**src/rtl/playfield_renderer_pkg.sv**
```systemverilog
// playfield_renderer_pkg: shared types and beam/board geometry for the playfield renderer
package playfield_renderer_pkg;

    typedef logic [7:0] address_t;
    typedef logic [2:0] colour_t;

    typedef enum logic [1:0] {
        F_IDLE,
        F_START,
        F_STREAM
    } fetch_state_t;

    localparam logic [7:0] H_LAST    = 8'd129;
    localparam logic [9:0] V_LAST    = 10'd665;
    localparam logic [7:0] H_VISIBLE = 8'd100;
    localparam logic [9:0] V_VISIBLE = 10'd600;

    localparam int BOARD_COLS = 10;
    localparam int BOARD_ROWS = 20;

endpackage

```
**src/rtl/playfield_renderer_row_tracker.sv**
```systemverilog
// playfield_row_tracker: tracks which board row and which line inside that row the beam is on
module playfield_row_tracker
    import playfield_renderer_pkg::*;
#(
    parameter int Y0     = 60,
    parameter int CELL_H = 24,
    parameter int SUB_W  = $clog2(CELL_H)
) (
    input  logic             clk,
    input  logic             reset_n,
    input  logic [7:0]       pixel,
    input  logic [9:0]       scanline,
    output logic             active,
    output logic [4:0]       row,
    output logic [SUB_W-1:0] sub
);

    localparam logic [9:0]       Y_TOP    = 10'(Y0 - 1);
    localparam logic [SUB_W-1:0] SUB_LAST = SUB_W'(CELL_H - 1);
    localparam logic [4:0]       ROW_LAST = 5'(BOARD_ROWS - 1);

    logic             active_q, active_d;
    logic [4:0]       row_q, row_d;
    logic [SUB_W-1:0] sub_q, sub_d;

    // Advance the row/sub counters once per line, on its last pixel; rearm on the line above the board
    always_comb begin
        active_d = active_q;
        row_d    = row_q;
        sub_d    = sub_q;
        if (pixel == H_LAST) begin
            if (scanline == Y_TOP) begin
                active_d = 1'b1;
                row_d    = '0;
                sub_d    = '0;
            end else if (active_q) begin
                if (sub_q == SUB_LAST) begin
                    sub_d = '0;
                    row_d = row_q + 5'd1;
                    if (row_q == ROW_LAST) active_d = 1'b0;
                end else begin
                    sub_d = sub_q + SUB_W'(1);
                end
            end
        end
    end

    // Counter registers
    always_ff @(posedge clk or negedge reset_n) begin
        if (!reset_n) begin
            active_q <= 1'b0;
            row_q    <= '0;
            sub_q    <= '0;
        end else begin
            active_q <= active_d;
            row_q    <= row_d;
            sub_q    <= sub_d;
        end
    end

    assign active = active_q;
    assign row    = row_q;
    assign sub    = sub_q;

endmodule

```
**src/rtl/playfield_renderer.sv**
```systemverilog
// playfield_renderer: streams one board row per scanline from cell memory and colours the beam
module playfield_renderer
    import playfield_renderer_pkg::*;
#(
    parameter int      X0           = 30,
    parameter int      Y0           = 60,
    parameter int      CELL_W       = 4,
    parameter int      CELL_H       = 24,
    parameter int      ROW_BASE     = 0,
    parameter colour_t BORDER_COLOR = 3'b111,
    parameter bit      GRID         = 1'b1
) (
    input  logic       clk,
    input  logic       reset_n,
    input  logic [7:0] pixel,
    input  logic [9:0] scanline,
    input  colour_t    mem_data_in,
    output logic       mem_start,
    output logic       mem_cont,
    output logic       mem_write_enable,
    output address_t   mem_addr,
    output logic       mem_owned,
    output logic       r,
    output logic       g,
    output logic       b
);

    localparam int         SUB_W    = $clog2(CELL_H);
    localparam logic [7:0] PX_TRIG  = 8'(X0 - 3);
    localparam logic [7:0] PX_BL    = 8'(X0 - 1);
    localparam logic [7:0] PX_L     = 8'(X0);
    localparam logic [7:0] PX_R     = 8'(X0 + BOARD_COLS * CELL_W);
    localparam logic [9:0] Y_TOP    = 10'(Y0 - 1);
    localparam logic [9:0] Y_BOT    = 10'(Y0 + BOARD_ROWS * CELL_H);
    localparam logic [3:0] COL_LAST = 4'(BOARD_COLS - 1);
    localparam logic [SUB_W-1:0] SUB_LAST = SUB_W'(CELL_H - 1);

    logic             active;
    logic [4:0]       row;
    logic [SUB_W-1:0] sub;

    fetch_state_t state_q, state_d;
    address_t     addr_q, addr_d;
    logic [3:0]   k_q, k_d;
    colour_t      cell_q, cell_d;
    logic [7:0]   cap_px, rel;
    logic         cap, in_board, grid_blank, border;
    colour_t      rgb;

    playfield_row_tracker #(
        .Y0     (Y0),
        .CELL_H (CELL_H),
        .SUB_W  (SUB_W)
    ) u_row_tracker (
        .clk      (clk),
        .reset_n  (reset_n),
        .pixel    (pixel),
        .scanline (scanline),
        .active   (active),
        .row      (row),
        .sub      (sub)
    );

    // Fetch FSM: open the burst two pixels ahead of the board, capture one cell per CELL_W pixels
    always_comb begin
        state_d   = state_q;
        addr_d    = addr_q;
        k_d       = k_q;
        cell_d    = cell_q;
        cap_px    = 8'(X0 - 1 + int'(k_q) * CELL_W);
        cap       = (state_q == F_STREAM) && (pixel == cap_px);
        mem_start = (state_q == F_START);
        mem_owned = (state_q != F_IDLE);
        mem_cont  = cap && (k_q != COL_LAST);
        if (pixel == H_LAST) begin
            state_d = F_IDLE;
        end else begin
            case (state_q)
                F_IDLE: begin
                    if (active && pixel == PX_TRIG) begin
                        state_d = F_START;
                        addr_d  = address_t'(ROW_BASE) + address_t'(row);
                        k_d     = '0;
                    end
                end
                F_START: state_d = F_STREAM;
                F_STREAM: begin
                    if (cap) begin
                        cell_d = mem_data_in;
                        k_d    = k_q + 4'd1;
                        if (k_q == COL_LAST) state_d = F_IDLE;
                    end
                end
                default: state_d = F_IDLE;
            endcase
        end
    end

    // Fetch state, latched row address and the current cell colour
    always_ff @(posedge clk or negedge reset_n) begin
        if (!reset_n) begin
            state_q <= F_IDLE;
            addr_q  <= '0;
            k_q     <= '0;
            cell_q  <= '0;
        end else begin
            state_q <= state_d;
            addr_q  <= addr_d;
            k_q     <= k_d;
            cell_q  <= cell_d;
        end
    end

    // Colour mux: the frame is position-only and wins over cell data at the shared pixel
    always_comb begin
        rel        = pixel - PX_L;
        in_board   = active && (pixel >= PX_L) && (pixel < PX_R);
        grid_blank = GRID && ((rel % 8'(CELL_W) == 8'(CELL_W - 1)) || (sub == SUB_LAST));
        border     = (scanline >= Y_TOP) && (scanline <= Y_BOT) &&
                     ((pixel == PX_BL) || (pixel == PX_R) ||
                      (((scanline == Y_TOP) || (scanline == Y_BOT)) && (pixel >= PX_BL) && (pixel <= PX_R)));
        rgb        = border ? BORDER_COLOR : (in_board && !grid_blank) ? cell_q : 3'b000;
    end

    assign mem_addr         = addr_q;
    assign mem_write_enable = 1'b0;
    assign {r, g, b}        = rgb;

endmodule

```
**config.mk**
```make
export PLATFORM = sky130hd
export DESIGN_NAME = playfield_renderer
export DESIGN_NICKNAME = d
export VERILOG_FILES = /design/src/rtl/playfield_renderer_pkg.sv /design/src/rtl/playfield_renderer_row_tracker.sv /design/src/rtl/playfield_renderer.sv
export SDC_FILE = /design/constraint.sdc
export NUM_CORES = 1
export LEC_CHECK = 0
export BUFFER_PORTS_ARGS = -buffer_cell sky130_fd_sc_hd__buf_2
export CAP_MARGIN = 20
export CORE_UTILIZATION = 50
export CTS_BUF_LIST = sky130_fd_sc_hd__clkbuf_4 sky130_fd_sc_hd__clkbuf_8
export CTS_CLUSTER_DIAMETER = 150
export DETAILED_ROUTE_END_ITERATION = 16
export HOLD_SLACK_MARGIN = 0.03
export PLACE_DENSITY_LB_ADDON = 0.12
export SYNTH_ARGS = -nofsm -noshare
export SYNTH_HDL_FRONTEND = slang
export SYNTH_SLANG_ARGS = --single-unit
```
**constraint.sdc**
```tcl
create_clock -name clk -period 4.2 [get_ports clk]
set_input_delay 0.63 -clock clk [delete_from_list [all_inputs] [get_ports clk]]
set_output_delay 0.63 -clock clk [all_outputs]
set_load 0.01 [all_outputs]
```
==> flow_results.org <==
** Timing
- Final Max Tran Viols :: 0
- Count of final hold-check violations :: 0
- The worst path in the final design needs a cycle of 2940 ps, including I/O delays and setup.
- Headroom to the max-slew limit :: 0.616
- At the pin with the least slew margin, the transition time is 575 ps.
- Top achievable clock speed :: 0.341 GHz
- Of the available clock period, the critical path in the final layout requires 0.699.
- After routing, the total negative slack on setup checks comes to 0 ps.
- Clock tree skew after final layout :: 4.14 ps
- Unrepaired setup endpoints after global routing :: no
- Setup-violating endpoint count in the final report :: 0

** CTS
- Master cell of the clock root buffer :: clkbuf_4
- Count of H-tree levels built during CTS :: 1
- Clock tree from TritonCTS :: done
- After clock tree synthesis, the clock-pin slew on the worst setup and hold paths is 120 ps.
- Total setup buffers inserted after CTS :: 0
- Count of hold buffers inserted by post-cts repair :: 0
- Post-CTS repair changed the size of 0 cells.
- Counting the buffers created by CTS gives 3.
- Clock latency on the worst-skew pair :: 300 ps
- Clock net sink count :: 25
- Maximum buffer depth of the clock tree :: 2

** Run status
- The flow ran to the end, and the final reports show no timing, DRC or antenna violations.

** Worst setup path
- Peak fanout along the critical path :: 7
- Logic depth of the worst setup path including buffers :: 7
- In this run the register-to-register setup slack is 2020 ps.
- Worst Setup Start Kind :: flop
- The setup path with the least slack is of type flop to output port.
- STA classifies the critical path endpoint as an output port.
- Data required time at the worst endpoint :: 3570 ps
- The largest single stage delay on the critical path is 500 ps.
- Crit path launch :: k_q[0]
- Data arrives at the worst endpoint at 2310 ps.
- Crit path capture :: mem_cont
- For the worst flop-to-flop path, the logic depth is 6.
- The signal on the critical path passes through inv_1 -> ha_1 -> xor2_1 -> nor3_1 -> o211ai_1 -> nor4b_1 -> buf_2.
- CP bufs+invs :: 2
- Worst r2r src :: k_q[0]
- Slowest library cell on the worst path :: dfrtp_1
- On the critical path the largest part of the delay comes from simple AND/OR/NAND/NOR gates.
- The worst register-to-register path ends at cell_q[2].

** Floorplan
- Cell Rows :: 20
- Die area :: 3620 sq um
- Die H :: 60.2 microns
- The die is 60.2 microns wide.
- For this configuration, the core starts out at a cell density of 0.541.
- Area inside the core boundary :: 3130 sq um
- During I/O placement, the number of pins put on the boundary was 38.

** Yosys
- By area, the combinational part of the netlist is dominated by simple AND/OR/NAND/NOR gates.
- Of the total synthesized cell area, the portion taken by full adders, half adders and majority gates is 0.0370.
- After technology mapping, the gate count stands at 182.
- Synth Area in Simple Gates :: 0.251
- The largest total area in the synthesized netlist belongs to dfrtp_1.
- EDFF count, synth :: 0
- For this run, the register share of the synthesized area comes to 0.370.
- Of the post-synthesis cell area, the part taken by muxes is 0.0532.
- The share of synthesized area in the top cell type comes to 0.370.
- After synthesis the netlist holds a flip-flop and latch count of 25.
- Synthesized-area fraction occupied by xor and xnor cells :: 0.0310
- The most used flip-flop cell after synthesis is dfrtp_1.
- Synthesized area per cell :: 9.30 sq um
- Synth Warn # :: 0
- Counting distinct cell types in the post-synthesis netlist gives 51.
- The synthesized netlist occupies a cell area of 1690 sq um.
- Synthesized-area fraction occupied by ao, oa, aoi and oai cells :: 0.210
- Fraction of synthesis flops using an asynchronous set or reset pin :: 1.00
- After synthesis, the cell types taking the most area are dfrtp_1, mux2_2, o21ai_0, ha_1, nand3_1.

** Final layout
- Post-Route Utilization :: 0.612
- Number of nets in the final layout :: 244
- In the layout the commonest cells are buf_2, dfrtp_1, o21ai_0.
- Number of standard cells in the final layout excluding fillers :: 259
- The number of antenna diodes in the final layout is 0.
- Proportion of layout cells with a drive suffix above 1 :: 0.251
- The filler cells instantiated in the layout total 281.
- From synthesis to final layout, the design area changed by 13.0%.
- The library cell used most frequently in the layout, excluding fill and tap cells, is buf_2.

** Global routing
- The via count of the first global-routing pass came to 1,425.
- Global Route Usage Sum :: 0.221
- Gr ovfl total :: 0
- Entering global routing, the biggest net connects 26 pins.
- First-pass GRT wire length :: 6.11 mm
- Antenna violations before repair :: 0

** Routing
- For this block, the initial DRC count from the detailed router was 88.
- Remaining DRCs :: 0
- Wires add up to 3.69 mm.
- After detailed routing, the number of vias per cell comes to 5.88.
- After detailed routing, the average wire length per cell comes to 14.2 microns.
- Detailed-router iteration count before antenna repair :: 4
- The count of nets left with antenna violations once routing finished came out at 0.
- Vias :: 1,524

** Placement
- Including well taps, the total number of placed cells is 255.
- The congestion estimate from routability-driven global placement came to 0.863.
- Number of I/O port buffers :: 33
- The HPWL after detailed placement is 2.83 mm.

** Min path
- Class of the most critical hold timing path :: input port to async pin

** Power
- Maximum vdd drop :: 152 uV
- LEAKAGE :: 0.882 nW
- Power per unit of standard cell area :: 262 nW/um^2

** Job
- # Max-Cap Violations :: 0
## kinds of logic after synthesis
kind of cell             after synthesis
AND/OR/NAND/NOR                       68
AO/OA/AOI/OAI                         53
flip-flops                            25
buffers and inverters                 16
multiplexers                           8
XOR/XNOR                               6
adder cells (fa/ha/maj)                5
other                                  1
## sequential cells by signal, summed over array words and instances (netlist names)
signal / flops
cell_q: 3
k_q: 4
mem_addr: 5
state_q: 2
u_row_tracker.active: 1
u_row_tracker.row: 5
u_row_tracker.sub: 5
## where the power goes
| part | switching, mW | internal (mW) | leakage (nW) |
|---|---|---|---|
| Clock | 0.0621 | 0.0434 | 0.0184 |
| Combinational | 0.0720 | 0.0522 | 0.525 |
| Sequential | 0.0173 | 0.254 | 0.339 |
| Total | 0.151 | 0.349 | 0.882 |
## synth_stat cells (all sizes together) (4+ instances only)
master / instances
ha: 5
mux2: 8
nor2: 9
o21ai: 17
nand4: 5
xnor2: 4
dfrtp: 25
nor3: 9
nand2: 9
inv: 8
nand3: 9
nor4b: 4
buf: 7
or3: 4
a21oi: 8
## cell type report
class	count	area (sq um)	area share
tap	44	55.1	0.0288
clock buffer	4	30.0	0.0157
timing repair buffer	34	173	0.0903
sequential	25	626	0.327
inverter	8	30.0	0.0157
multi-input combinational	144	1000	0.523
## metrics by stage
stage	setup WS [ps]	area (sq um)	hold WS [ps]	power, mW
floorplan	1820	1700	334	0.359
global placement	1570	1880	476	0.391
detailed placement	1540	1880	490	0.398
CTS	1260	1910	297	0.507
global route	1140	1910	316	0.533
finish	1260	1910	290	0.501
## worst register-to-register path: stages, from the launching register on
cell       delay, ps
dfrtp_1          500
inv_1            100
ha_1             250
xor2_1           150
nor3_1           320
o2111ai_1        380
mux2_2           390
## worst min-delay path by stage
stage / endpoint / depth (start not counted)
after global placement: u_row_tracker.sub[4] / 1
after CTS: k_q[2] / 1
after detailed placement: mem_addr[3] / 1
after global routing: k_q[2] / 1
after floorplan: cell_q[0] / 0
final: mem_addr[3] / 1
## metal layers
metal | track usage | share of wire | vias up | wire, microns
met2 | 0.403 | 0.50 | 44 | 1860
met1 | 0.272 | 0.45 | 727 | 1650
li1 | - | - | 751 | -
met4 | 0.0731 | 0.0065 | 0 | 24
met5 | 0 | 0 | - | 0
met3 | 0.0152 | 0.041 | 2 | 152
Note: power is estimated with default switching activity, not from simulation.
